[config.mk]
export PLATFORM = sky130hd
export DESIGN_NAME = fifo_p3o1
export DESIGN_NICKNAME = d
export VERILOG_FILES = /design/src/rtl/fifo_p3o1.sv
export SDC_FILE = /design/constraint.sdc
export NUM_CORES = 1
export LEC_CHECK = 0
export ABC_CLOCK_PERIOD_IN_PS = 2700
export BUFFER_PORTS_ARGS = -buffer_cell sky130_fd_sc_hd__buf_2
export CAP_MARGIN = 5
export CORE_ASPECT_RATIO = 0.9
export CORE_MARGIN = 4
export CORE_UTILIZATION = 55
export DETAILED_ROUTE_END_ITERATION = 7
export PLACE_DENSITY = 0.77
export SLEW_MARGIN = 20
export SYNTH_ARGS = -nofsm -noshare
export SYNTH_HDL_FRONTEND = slang
export SYNTH_SLANG_ARGS = --single-unit
[constraint.sdc]
create_clock -name clk -period 2.7 [get_ports clk]
set_input_delay 0.54 -clock clk [delete_from_list [all_inputs] [get_ports clk]]
set_output_delay 0.54 -clock clk [all_outputs]
set_load 0.01 [all_outputs]
[src/rtl/fifo_p3o1.sv]
// Write-wide/read-narrow FIFO: up to NUM_WDATA words in per beat, one word out per read, strict write order.
// Read data is registered (1 cycle); writes that do not fit are dropped and flagged on wr_ovf; reads on empty return nothing.
module fifo_p3o1 #(
  parameter int NUM_WDATA     = 3,
  parameter int DAT_WIDTH     = 8,
  parameter int FF_DEPTH      = 8,
  parameter int FF_ADDR_WIDTH = 3
) (
  input  logic                           clk,
  input  logic                           rst,
  input  logic                           wr_req,
  input  logic [1:0]                     wr_num,
  input  logic [DAT_WIDTH*NUM_WDATA-1:0] wr_data,
  input  logic                           rd_req,
  output logic [DAT_WIDTH-1:0]           rd_data,
  output logic                           rd_data_val,
  output logic [FF_ADDR_WIDTH:0]         data_counter,
  output logic                           full,
  output logic                           almost_full,
  output logic                           empty,
  output logic                           wr_ovf
);

  localparam int CW = FF_ADDR_WIDTH + 1;
  localparam logic [CW-1:0] DEPTH_C = CW'(FF_DEPTH);
  localparam logic [CW-1:0] NWD_C   = CW'(NUM_WDATA);

  logic [DAT_WIDTH-1:0]     mem_q [FF_DEPTH];
  logic [DAT_WIDTH-1:0]     mem_d [FF_DEPTH];
  logic [CW-1:0]            wr_ptr_q, wr_ptr_d;
  logic [CW-1:0]            rd_ptr_q, rd_ptr_d;
  logic [CW-1:0]            cnt_q, cnt_d;
  logic [DAT_WIDTH-1:0]     rd_data_q, rd_data_d;
  logic                     rd_val_q, rd_val_d;
  logic                     wr_ovf_q, wr_ovf_d;

  logic [CW-1:0]            free_space;
  logic [CW-1:0]            wr_num_w;
  logic                     num_legal;
  logic                     wr_enb;
  logic                     wr_rej;
  logic                     rd_enb;
  logic [FF_ADDR_WIDTH-1:0] wr_addr;
  logic [FF_ADDR_WIDTH-1:0] rd_addr;

  // Space and occupancy are judged on the pre-cycle count: a same-cycle read never makes room.
  assign free_space = DEPTH_C - cnt_q;
  assign wr_num_w   = CW'(wr_num);
  assign num_legal  = (wr_num_w != '0) && (wr_num_w <= NWD_C);
  assign wr_enb     = wr_req && num_legal && (wr_num_w <= free_space);
  assign wr_rej     = wr_req && (wr_num != 2'd0) && !wr_enb;
  assign rd_enb     = rd_req && !empty;

  assign wr_addr = wr_ptr_q[FF_ADDR_WIDTH-1:0];
  assign rd_addr = rd_ptr_q[FF_ADDR_WIDTH-1:0];

  always_comb begin
    mem_d = mem_q;
    if (wr_enb) begin
      for (int k = 0; k < NUM_WDATA; k++) begin
        if (k < int'(wr_num)) begin
          mem_d[wr_addr + FF_ADDR_WIDTH'(k)] = wr_data[k*DAT_WIDTH +: DAT_WIDTH];
        end
      end
    end
  end

  always_comb begin
    wr_ptr_d  = wr_ptr_q;
    rd_ptr_d  = rd_ptr_q;
    rd_data_d = '0;
    rd_val_d  = 1'b0;
    wr_ovf_d  = wr_rej;
    if (wr_enb) begin
      wr_ptr_d = wr_ptr_q + wr_num_w;
    end
    if (rd_enb) begin
      rd_ptr_d  = rd_ptr_q + CW'(1);
      rd_data_d = mem_q[rd_addr];
      rd_val_d  = 1'b1;
    end
    cnt_d = cnt_q + (wr_enb ? wr_num_w : '0) - (rd_enb ? CW'(1) : '0);
  end

  always_ff @(posedge clk) begin
    if (rst) begin
      for (int i = 0; i < FF_DEPTH; i++) begin
        mem_q[i] <= '0;
      end
      wr_ptr_q  <= '0;
      rd_ptr_q  <= '0;
      cnt_q     <= '0;
      rd_data_q <= '0;
      rd_val_q  <= 1'b0;
      wr_ovf_q  <= 1'b0;
    end else begin
      mem_q     <= mem_d;
      wr_ptr_q  <= wr_ptr_d;
      rd_ptr_q  <= rd_ptr_d;
      cnt_q     <= cnt_d;
      rd_data_q <= rd_data_d;
      rd_val_q  <= rd_val_d;
      wr_ovf_q  <= wr_ovf_d;
    end
  end

  // The extra pointer bit keeps the pointer distance unambiguous, so it must always equal the count.
  always_ff @(posedge clk) begin
    if (!rst) begin
      assert ((wr_ptr_q - rd_ptr_q) == cnt_q);
      assert (cnt_q <= DEPTH_C);
    end
  end

  assign rd_data      = rd_data_q;
  assign rd_data_val  = rd_val_q;
  assign wr_ovf       = wr_ovf_q;
  assign data_counter = cnt_q;
  assign full         = (cnt_q == DEPTH_C);
  assign almost_full  = (free_space < NWD_C);
  assign empty        = (cnt_q == '0);

endmodule
* Word-level counts from Yosys, hierarchy flattened
Cells that the tools add are included.
Storage, ports and cells: flip-flop bits (word level) 86, input bits 30
Cells by class: reductions and logical operators 15, magnitude comparators 13, $add $sub $neg 7, bitwise logic cells 5, multiplexer cells 20, eq/ne operators 1
Operators with widths (count):
- $mux W64 | 5
- $bwmux W64 | 3
- $demux W8 S3 | 3
- $mux W8 | 5
- $bmux W8 S3 | 1
- $ge A4 B4 Y1 const B | 4
- $not A3 Y4 | 4
- $lt A4 B1 Y1 const B | 3
- $logic_and A1 B1 Y1 | 9
- $add A4 B2 Y4 | 2
- $add A4 B1 Y4 const B | 1
- $eq A4 B4 Y1 const B | 1
- $le A2 B4 Y1 | 1
- $logic_not A4 Y1 | 1
- $lt A1 B2 Y1 const A | 2
- $lt A4 B2 Y1 const B | 1
- $reduce_bool A4 Y1 | 1
- $sub A4 B1 Y4 | 1
- $sub A4 B4 Y4 const A | 1
- $add A3 B1 Y3 const B | 1
- $add A3 B2 Y3 const B | 1
- $le A2 B2 Y1 const B | 1
- $logic_not A1 Y1 | 2
- $lt A2 B2 Y1 const A | 1
- 5 further kinds | 6

* Longest topological paths before layout
Gate-level depths: netlist of run 1.
word-level depth 13, gate-level depth with buffers 15, gate-level depth less buffers 15

* Worst setup path before layout of run 1
No wires, ideal clock.
path type register -> register, from register cnt_q[0] (netlist: data_counter[0]), to register cnt_q[3] (netlist: data_counter[3]), setup time 0.130 ns, slack -0.266 ns, arrival time 2.836 ns, required time 2.570 ns, cell stages (with the launch flop) 16, buffers on the path 0, period minus slack after synthesis 2.966 ns, cells stage by stage dfxtp_1 > inv_1 > ha_1 > inv_1 > ha_1 > nor2b_1 > o21ai_0 > or2_2 > nand3_1 > ha_1 > inv_1 > ha_1 > a21o_1 > a21oi_1 > xnor2_1 > nor2_1
On the way: word-level cells in the longest chain between the ends 6
Ends and longest elaborated chain:
- start: declaration | RTL line 32 | logic [CW-1:0] cnt_q, cnt_d;
- start signal: assignment | RTL line 100 | cnt_q <= cnt_d;
- $sub A4 B4 Y4 | RTL line 47 | assign free_space = DEPTH_C - cnt_q;
- $le A2 B4 Y1 | RTL line 50 | assign wr_enb = wr_req && num_legal && (wr_num_w <= free_space);
- $logic_and A1 B1 Y1 | RTL line 50
- $mux W2 | RTL line 82 | cnt_d = cnt_q + (wr_enb ? wr_num_w : '0) - (rd_enb ? CW'(1) : '0);
- $add A4 B2 Y4 | RTL line 82
- $sub A4 B1 Y4 (*) | RTL line 82
Every way passes the cells marked *; elsewhere a longest branch is shown, timed or not. A chain may end at the register's enable or synchronous reset.

* Worst setup path in the final report of run 1
from register cnt_q[1] (netlist: data_counter[1]), to register cnt_q[3] (netlist: data_counter[3])
Same word-level chain as after synthesis.

==> results.json, run 1 <==
{
  "status": "complete, but fails checks",
  "drc_errors": 41,
  "critPathLaunchType": "flop",
  "min_path_type": "reg -> reg",
  "synth-async-reset-ratio_pct": 0,
  "rsz0062_at_grt": "true",
  "worstSetupPathType": "reg -> reg",
  "ant_nets": 0,
  "die_h_um": 110.5,
  "fin_tns_setup_ps": -0.9157,
  "ys_seq_elements": 84,
  "drv_slew": 0,
  "port_buffers": 46,
  "post_dp_cell_area_um2": 6838,
  "drt_first_iter_violations": 1072,
  "numCtsBuffers": 9,
  "synth.distinct_cells": 52,
  "synth_enable_flop_cells": 0,
  "ir_drop_uv": 583.6,
  "fin_crit_sh_pct": 100.0,
  "p_leak_nw": 2.516,
  "routed_wl_mm": 23.39,
  "power_density_nw_per_um2": 924.3,
  "overflow": 0,
  "die_w_um": 121.9,
  "netlist_instances": 794,
  "final_cells": 965,
  "cap_viol_max_count": 0,
  "crit_path_max_fanout": 4,
  "die-area_um2": 13470,
  "fin_skew_ps": 6.731,
  "worst_slew_margin_rel_pct": 18.41,
  "cts_hold_buf": 0,
  "grt_max_degree": 68,
  "start_util_pct": 56.15,
  "setup_viol": 1,
  "path_clk_slew_ps": 70,
  "place_inst": 944,
  "finish.instance_area_um2": 7258,
  "power_mw": 6.709,
  "ys_seq_area_share_pct": 26.19,
  "cts_tree": "done",
  "worst_pin_slew_ps": 1219,
  "grt_pass1_vias": 6396,
  "syn_area_um2": 6421,
  "fillers": 1040,
  "antenna_found_initial": 1,
  "dp_worst_setup_slack_ps": -171.1,
  "whs_ps": 508.8,
  "grt_pass1_wl_mm": 36.17,
  "worstSkewPairLatency_ps": 350,
  "ctsRootBufferMaster": "clkbuf_16",
  "vias_per_cell": 7.058,
  "gp_congestion": 0.9795,
  "worst_setup_path_end_kind": "flop",
  "dr.pass1.iters": 8,
  "dp_hpwl_mm": 15.15,
  "ioPinCount": 47,
  "routedWlPerCell_um": 24.24,
  "h-tree-depth": 3,
  "period_needed_ps": 2701,
  "fmax_mhz": 370.2,
  "violations": "design-rule violations, negative setup slack",
  "coreArea_um2": 11430,
  "clock-sinks": 84,
  "hold_violations": 0,
  "final_nets": 849,
  "syn_area_per_cell_um2": 8.087,
  "rows": 37,
  "ys.flop_type": "dfxtp_1",
  "drive_gt1_share_pct": 26.98,
  "crit_required_ps": 2940,
  "cts_buffer_depth": 2,
  "syn-num-nets": 840,
  "yosysWarnings": 0,
  "fin_util_pct": 63.48,
  "syn2layout_area_growth_pct": 13.04,
  "vias": 6811,
  "track_usage_pct": 34.02,
  "worstPathArrival_ps": 2940,
  "fin_ws_ps": -0.9157
}
## cells in the final DEF, fill, tap and decap left out, types with 3 or more instances in the layout
cell type	count
nor3_1	49
mux4_2	16
buf_12	3
or2_1	4
a211oi_1	53
ha_4	6
nand2b_1	6
nor2_1	83
inv_1	10
a211oi_2	20
nand2_1	54
buf_2	46
nor2_2	6
ha_1	8
nor3b_1	9
dfxtp_1	82
o21ai_0	57
clkbuf_16	9
mux2i_1	17
nor2b_1	4
o32ai_1	56
nand4_1	8
and3b_1	16
inv_2	4
a31oi_1	55
nor3_2	23
buf_4	55
## flip-flops by register name (all words and copies together) (netlist names)
signal        count
data_counter      4
mem_q            64
rd_data           8
rd_data_val       1
rd_ptr_q          3
wr_ovf            1
wr_ptr_q          3
## Yosys cell counts, types with 2 or more instances
cell       n  area (µm²)
inv_1     15       56.30
buf_2     35       175.2
o21ai_0   58       290.3
or2_2      2       12.51
nor2b_1    5       31.28
a31oi_1   55       344.1
a21oi_1    2       10.01
and3b_1   16       140.1
and2_1     2       12.51
nor3_2    23       230.2
ha_1      14       175.2
buf_1     11       41.29
fa_1       2       40.04
mux2i_1   17       170.2
nor2_2     5       31.28
nand3_2    2       20.02
clkbuf_1  49       183.9
buf_4      6       45.04
dfxtp_1   84        1682
buf_6      4       45.04
nand2b_1   7       43.79
xnor2_1    2       17.52
a211oi_2  20       250.2
o32ai_1   56       490.5
mux4_2    16       360.4
nand3_1    2       10.01
nand3b_2   2       22.52
nor3_1    49       245.2
nand4_1    8       50.05
nand2_1   54       202.7
o21ai_1    2       10.01
nor3b_1    9       67.56
xor2_1     3       26.28
a211oi_1  53       397.9
nor2_1    84       315.3
or2_1      4       25.02
## routing by layer
metal  wire length, µm  global-route usage (%)
met5                 0                       0
met1              9208                   46.73
met3              2912                   9.165
met4              1273                   16.13
met2              9995                   49.34
## report_power, final
part           switching, mW  internal, mW  leakage [nW]  total (mW)
Combinational           2.15          1.55          1.69        3.70
Sequential             0.267          1.57         0.693        1.84
Clock                  0.544         0.630         0.130        1.17
## logic make-up (layout without fill, tap and decap cells)
group                      after synthesis  count (layout)  synth area share [%]
and+or+nand+nor                        279             279                 23.34
AOI/OAI and AO/OA                      255             255                 29.33
buffers and inverters                  121             135                 8.593
DFF                                     84              84                 26.19
muxes                                   33              33                 8.262
adders and majority gates               16              16                 3.352
xor gates and xnor gates                 6               6                0.9355
other                                    0               1                     0
## final timing paths
kind | from | endpoint | depth (start not counted) | slack, ps
max | data_counter[1]$_SDFF_PP0_ | data_counter[3]$_SDFF_PP0_ | 16 | -0.9
min | mem_q[39]$_SDFFE_PP0N_ | mem_q[39]$_SDFFE_PP0N_ | 2 | 510
max reg2reg | data_counter[1]$_SDFF_PP0_ | data_counter[3]$_SDFF_PP0_ | 16 | -0.9
min reg2reg | mem_q[39]$_SDFFE_PP0N_ | mem_q[39]$_SDFFE_PP0N_ | 2 | 510
## worst max-delay path, stage by stage, from the launching register on
cell and delay [ps]:
dfxtp_2 360, inv_2 60, ha_4 260, inv_4 30, ha_4 200, nor2b_4 120, o21ai_2 160, or2_4 180
nand3_4 80, ha_4 270, inv_2 40, ha_4 150, buf_4 130, a21o_1 170, a21oi_2 170, xnor2_1 130
nor2_1 50
## area by class of cell
cell class | instances | area [µm²] | area share (%)
tap | 156 | 195.2 | 2.689
clock buffer | 10 | 229.0 | 3.155
multi-input combinational | 589 | 4335 | 59.73
timing repair buffer | 104 | 703.2 | 9.688
inverter | 15 | 58.81 | 0.8102
sequential | 84 | 1687 | 23.24
antenna | 1 | 2.502 | 0.03448
clock inverter | 6 | 47.55 | 0.6551
## repair_timing
action,4_1_cts,5_1_grt
setup endpoints to repair,3,4
pin swaps,3,13
setup buffers,2,2
gates cloned,0,0
resized for setup,6,15
Power figures use the tool's default switching activity.
==> run 2: changes to the inputs <==
--- a/config.mk
+++ b/config.mk
@@ -12,6 +12,7 @@
 export CORE_MARGIN = 4
 export CORE_UTILIZATION = 55
 export DETAILED_ROUTE_END_ITERATION = 7
+export GPL_TIMING_DRIVEN = 0
 export PLACE_DENSITY = 0.77
 export SLEW_MARGIN = 20
 export SYNTH_ARGS = -nofsm -noshare
==> constraint.sdc (replaced) <==
create_clock -name clk -period 2.7 [get_ports clk]
set_input_delay 0.81 -clock clk [delete_from_list [all_inputs] [get_ports clk]]
set_output_delay 0.81 -clock clk [all_outputs]
set_load 0.01 [all_outputs]
==> run 2 against run 1 <==
Clock skew rose by 4.2 ps. Sequential power grew 5%. Largest power group unchanged. Final area up 1.2%. Combinational power is 2% higher. Routed wire length is 15% higher. Non-clock buffer count rose by 40. Critical endpoint unchanged. The flow finishes with violations (design-rule violations). Global-route usage grew 5.3 points. Sequential share of layout area shrank 0.25 points.
==> results.json, run 2 (same netlist as run 1, synthesis figures left out) <==
{
  "ant_nets": 0,
  "die_w_um": 121.9,
  "fin_skew_ps": 10.93,
  "dp_hpwl_mm": 19.63,
  "crit-reg2reg-launch": "data_counter[1]$_SDFF_PP0_",
  "gp_congestion": 1.122,
  "crit_path_max_fanout": 3,
  "hold_violations": 0,
  "routedWlPerCell_um": 26.81,
  "die-area_um2": 13470,
  "power_mw": 7.111,
  "power_density_nw_per_um2": 967.7,
  "path_clk_slew_ps": 70,
  "worst_slew_margin_rel_pct": 42.60,
  "drive_gt1_share_pct": 23.47,
  "switchingPower_mw": 3.169,
  "clock-sinks": 84,
  "worst_setup_path_end_kind": "flop",
  "min_path_type": "reg -> reg",
  "clockPowerShare_pct": 20.0,
  "critPathLaunchType": "flop",
  "port_buffers": 30,
  "grt_pass1_wl_mm": 39.94,
  "track_usage_pct": 39.28,
  "drc_errors": 1,
  "die_h_um": 110.5,
  "overflow": 0,
  "vias": 7151,
  "violations": "design-rule violations",
  "worstPathArrival_ps": 2910,
  "crit_required_ps": 2920,
  "drv_slew": 0,
  "rsz0062_at_grt": "true",
  "rrSetupSlack_ps": 10,
  "cp_cell_sequence": "inv_4 > ha_4 > inv_4 > ha_4 > nor2b_4 > o21ai_4 > or2_4 > nand3_4 > ha_4 > inv_2 > ha_4 > a21o_1 > a21oi_2 > xnor2_1 > nor2_1",
  "ctsRootBufferMaster": "clkbuf_16",
  "power_frac_seq_pct": 27.1,
  "drt_first_iter_violations": 1152,
  "status": "complete, but fails checks",
  "h-tree-depth": 3,
  "coreArea_um2": 11430,
  "fin_crit_sh_pct": 99.48,
  "grt_pass1_vias": 6688,
  "setup_viol": 0,
  "ioPinCount": 47,
  "top_register": "mem_q",
  "worst_pin_slew_ps": 861.0,
  "final_nets": 889,
  "fillers": 1013,
  "worstSkewPairLatency_ps": 370,
  "cts_buffer_depth": 2,
  "fmax_mhz": 372.3,
  "mostFrequentLayoutCells": "nor2_1 (84), dfxtp_1 (82), buf_2 (64)",
  "antenna_found_initial": 0,
  "rows": 37,
  "r2r_end": "data_counter[3]$_SDFF_PP0_",
  "pwr-share-comb_pct": 52.9,
  "vias_per_cell": 7.123,
  "slowest_delay_ps": 360,
  "largest_reg_flops": 64,
  "cap_viol_max_count": 0,
  "grt_max_degree": 16,
  "worstRegToRegCells": 15,
  "swShare_pct": 44.57,
  "final_common_cell": "nor2_1",
  "ir_drop_uv": 469.4,
  "internal_power_mw": 3.942,
  "min_to": "mem_q[31]$_SDFFE_PP0N_",
  "fin_tns_setup_ps": 0,
  "start_util_pct": 56.15,
  "syn2layout_area_growth_pct": 14.44,
  "routed_wl_mm": 26.92,
  "cts_hold_buf": 0,
  "worstSetupPathType": "reg -> reg",
  "period_needed_ps": 2686,
  "min_path_cells": 2,
  "dr.pass1.iters": 8,
  "worstHoldStart": "mem_q[31]$_SDFFE_PP0N_",
  "crit_top_cell": "ha_4",
  "crit_slowest_cell": "dfxtp_4",
  "cts_tree": "done",
  "numCtsBuffers": 9,
  "antenna_cells": 0,
  "p_leak_nw": 2.505
}
run 2: cell count changes in the layout (fill, tap and decap cells not counted), sizes merged:
cell / before / now
clkinv: 2 / 3
clkinvlp: 2 / 0
diode: 1 / 0
clkbuf: 10 / 60
inv: 17 / 16
buf: 104 / 94
bufinv: 0 / 2
run 2: layout make-up:
type / instances / area [µm²] / area share, %
plain buffers: 106 / 510.5 / 6.947
clock buffers: 10 / 239.0 / 3.252
clock inverters: 6 / 95.09 / 1.294
inverters: 15 / 63.81 / 0.8684
multi-input cells: 589 / 4342 / 59.08
flip-flops and latches: 84 / 1689 / 22.99
well taps: 156 / 195.2 / 2.656
repair buffers: 38 / 214.0 / 2.912
run 2: power groups by stage:
stage | registers, mW | logic (mW) | clock network, mW
global placement | 1.90 | 3.28 | 0
CTS | 1.88 | 3.54 | 1.43
floorplan | 1.77 | 2.54 | 0
finish | 1.93 | 3.76 | 1.43
global route | 1.93 | 4.02 | 1.49
detailed placement | 1.91 | 3.36 | 0
run 2: layer usage:
layer / GRT usage [%] / part of all wire [%]
met5: 0 / 0
met4: 15.46 / 5.0
met3: 17.56 / 18
met2: 53.28 / 40
met1: 54.05 / 38
run 2: timing repair:
item	in CTS	in global routing
setup buffers	6	2
resized for setup	9	11
setup endpoints to repair	3	3
pin swaps	5	11
endpoints found under the hold margin	0	0
run 2: stage by stage:
stage                     instances  cell area [µm²]  setup WS (ps)  hold WS, ps  util (%)
after CTS                      1002             7274          16.60        509.2     63.62
after global routing           1004             7348         -97.11        520.8     64.26
final                          1004             7348          14.15        514.1     64.26
after global placement          980             6859         -301.7        485.1     59.98
after detailed placement        980             6859         -401.8        496.8     59.98
after floorplan                 794             6514         -35.88        474.5         -
run 2: worst max-delay path by stage:
stage,start,endpoint,cells past startpoint
2_1_floorplan,wr_num[1],data_counter[1]$_SDFF_PP0_,11
3_3_place_gp,wr_num[1],data_counter[3]$_SDFF_PP0_,13
3_5_place_dp,wr_num[1],data_counter[3]$_SDFF_PP0_,13
4_1_cts,data_counter[1]$_SDFF_PP0_,data_counter[1]$_SDFF_PP0_,14
5_1_grt,data_counter[1]$_SDFF_PP0_,data_counter[3]$_SDFF_PP0_,15
6_report,data_counter[1]$_SDFF_PP0_,data_counter[3]$_SDFF_PP0_,15
run 2: worst max-delay path, delay by kind of cell (launching register included):
kind | cells | cell delay [ps]
adder cells (fa/ha/maj) | 4 | 910
XOR/XNOR | 1 | 130
flip-flops | 1 | 360
AO/OA/AOI/OAI | 3 | 410
AND/OR/NAND/NOR | 4 | 580
buffers and inverters | 3 | 140
==> run 3: changes to the inputs <==
--- a/config.mk
+++ b/config.mk
@@ -5,14 +5,13 @@
 export SDC_FILE = /design/constraint.sdc
 export NUM_CORES = 1
 export LEC_CHECK = 0
-export ABC_CLOCK_PERIOD_IN_PS = 2700
 export BUFFER_PORTS_ARGS = -buffer_cell sky130_fd_sc_hd__buf_2
 export CAP_MARGIN = 5
 export CORE_ASPECT_RATIO = 0.9
-export CORE_MARGIN = 4
 export CORE_UTILIZATION = 55
 export DETAILED_ROUTE_END_ITERATION = 7
 export GPL_TIMING_DRIVEN = 0
+export MAX_ROUTING_LAYER = met4
 export PLACE_DENSITY = 0.77
 export SLEW_MARGIN = 20
 export SYNTH_ARGS = -nofsm -noshare
==> run 3 against run 2 <==
The run ends with design-rule violations, negative setup slack left. Final area fell by 1.1%. Hold slack got worse by 7.2 ps. Clock-buffer cell count did not move. Setup slack got worse by 84 ps. Clock power fell by 13%. Core utilization fell by 0.46 points. Critical path type unchanged. Highest routed layer unchanged.
==> results.json, run 3 (same netlist as run 1, synthesis figures left out) <==
{
  "critPathLaunchType": "flop",
  "drive_gt1_share_pct": 23.38,
  "worst_pin_slew_ps": 864.1,
  "fmax_mhz": 361.1,
  "drc_errors": 1,
  "ir_drop_uv": 500.6,
  "coreArea_um2": 11390,
  "die-area_um2": 12110,
  "p_leak_nw": 2.461,
  "switchingPower_mw": 3.263,
  "largest_reg_flops": 64,
  "power_density_nw_per_um2": 965.0,
  "start_util_pct": 56.38,
  "swShare_pct": 46.53,
  "drt_first_iter_violations": 1414,
  "hold_violations": 0,
  "fin_skew_ps": 12.30,
  "grt_pass1_wl_mm": 42.20,
  "fin_crit_sh_pct": 102.6,
  "dr.pass1.iters": 8,
  "worst_setup_path_end_kind": "flop",
  "rrSetupSlack_ps": -70,
  "antenna_found_initial": 0,
  "crit_path_max_fanout": 10,
  "fin_util_pct": 63.80,
  "cts_buffer_depth": 2,
  "fillers": 1008,
  "top_register": "mem_q",
  "rows": 37,
  "drv_slew": 0,
  "worstSetupStartpoint": "data_counter[0]$_SDFF_PP0_",
  "fin_tns_setup_ps": -353.8,
  "crit-reg2reg-launch": "data_counter[0]$_SDFF_PP0_",
  "setup_viol": 12,
  "grt_pass1_vias": 7035,
  "cap_viol_max_count": 0,
  "mostFrequentLayoutCells": "nor2_1 (84), dfxtp_1 (82), buf_2 (64)",
  "cts_tree": "done",
  "worstSetupPathType": "reg -> reg",
  "antenna_cells": 0,
  "crit_required_ps": 2980,
  "post_dp_cell_area_um2": 6859,
  "worstHoldStart": "mem_q[23]$_SDFFE_PP0N_",
  "ant_nets": 0,
  "violations": "design-rule violations, negative setup slack",
  "power_mw": 7.011,
  "ctsRootBufferMaster": "clkbuf_16",
  "place_inst": 980,
  "worstPathArrival_ps": 3050,
  "dp_hpwl_mm": 20.06,
  "die_h_um": 104.5,
  "ioPinCount": 47,
  "rsz0062_at_grt": "true",
  "track_usage_pct": 49.51,
  "seqCellArea_um2": 1687,
  "path_clk_slew_ps": 70,
  "gp_congestion": 1.018,
  "worstSkewPairLatency_ps": 360,
  "pwr-share-comb_pct": 55.0,
  "fin_ws_ps": -69.42,
  "multiInputGateArea_um2": 4315,
  "grt_max_degree": 16,
  "vias_per_cell": 7.346,
  "internal_power_mw": 3.749,
  "h-tree-depth": 3,
  "min_path_type": "reg -> reg",
  "final_nets": 888,
  "clock-sinks": 84,
  "numCtsBuffers": 9,
  "final_cells": 1003,
  "vias": 7368,
  "final_common_cell": "nor2_1",
  "status": "complete, but fails checks",
  "port_buffers": 30,
  "power_frac_seq_pct": 27.3,
  "die_w_um": 115.9,
  "cts_hold_buf": 0,
  "period_needed_ps": 2769,
  "syn2layout_area_growth_pct": 13.15,
  "worst_slew_margin_rel_pct": 42.39,
  "overflow": 0,
  "routed_wl_mm": 28.34,
  "finish.instance_area_um2": 7266,
  "clockPowerShare_pct": 17.7,
  "routedWlPerCell_um": 28.26
}
[run 3: changes by cell type in the layout (fill, tap and decap cells not counted), moves of 2 or more]
cell	previous run	this run
clkinvlp_4	0	4
clkinv_4	3	0
inv_4	3	5
inv_2	4	2
bufinv_16	2	0
[run 3: critical path: stages, from the launching register on]
cell      delay [ps]
dfxtp_4          370
inv_4             40
ha_4             260
inv_4             30
ha_4             230
buf_4            130
nand2_2           50
o21ai_2           60
buf_4            130
buf_4            130
o21ai_2          210
clkbuf_1         690
a211oi_1         130
nor3_1           210
[run 3: layer usage]
metal  vias to the layer above  global-route usage [%]  wire, µm
li1                       3085                       -         -
met1                      3420                   64.91     10250
met2                       710                   65.31     11270
met3                       153                   17.60      5061
met4                         0                   26.92      1760
met5                         -                       -         0
[run 3: power groups by stage]
stage | logic (mW) | registers [mW] | clock network [mW]
2_1_floorplan | 2.54 | 1.77 | 0
3_3_place_gp | 3.32 | 1.88 | 0
3_5_place_dp | 3.46 | 1.90 | 0
4_1_cts | 3.60 | 1.86 | 1.22
5_1_grt | 4.11 | 1.92 | 1.28
6_report | 3.86 | 1.91 | 1.24
[run 3: path summary, 6_finish.rpt]
path,endpoint,cells after the start
setup reg to reg,mem_q[8]$_SDFFE_PP0N_,13
hold reg to reg,mem_q[23]$_SDFFE_PP0N_,2
hold / removal,mem_q[23]$_SDFFE_PP0N_,2
setup / recovery,mem_q[8]$_SDFFE_PP0N_,13
[run 3: final cells by class]
cell class	instances	share of cell area [%]
Inverter	15	0.9471
Tap cell	156	2.686
Clock inverter	6	0.6544
Sequential cell	84	23.21
Multi-Input combinational cell	589	59.39
Buffer	106	7.026
Timing Repair Buffer	37	2.790
Clock buffer	10	3.289
[run 3: through the flow]
step                hold WS, ps  setup slack (ps)
global placement          484.1            -291.2
CTS                       503.3            -5.223
global route              538.6            -114.4
finish                    506.9            -69.42
floorplan                 474.5            -35.88
detailed placement        493.2            -392.8
[run 3: what timing repair did]
| action | 4_1_cts | 5_1_grt |
|---|---|---|
| setup buffers | 5 | 2 |
| pin swaps | 9 | 10 |
| setup endpoints to repair | 3 | 3 |
| gates resized for setup | 10 | 6 |
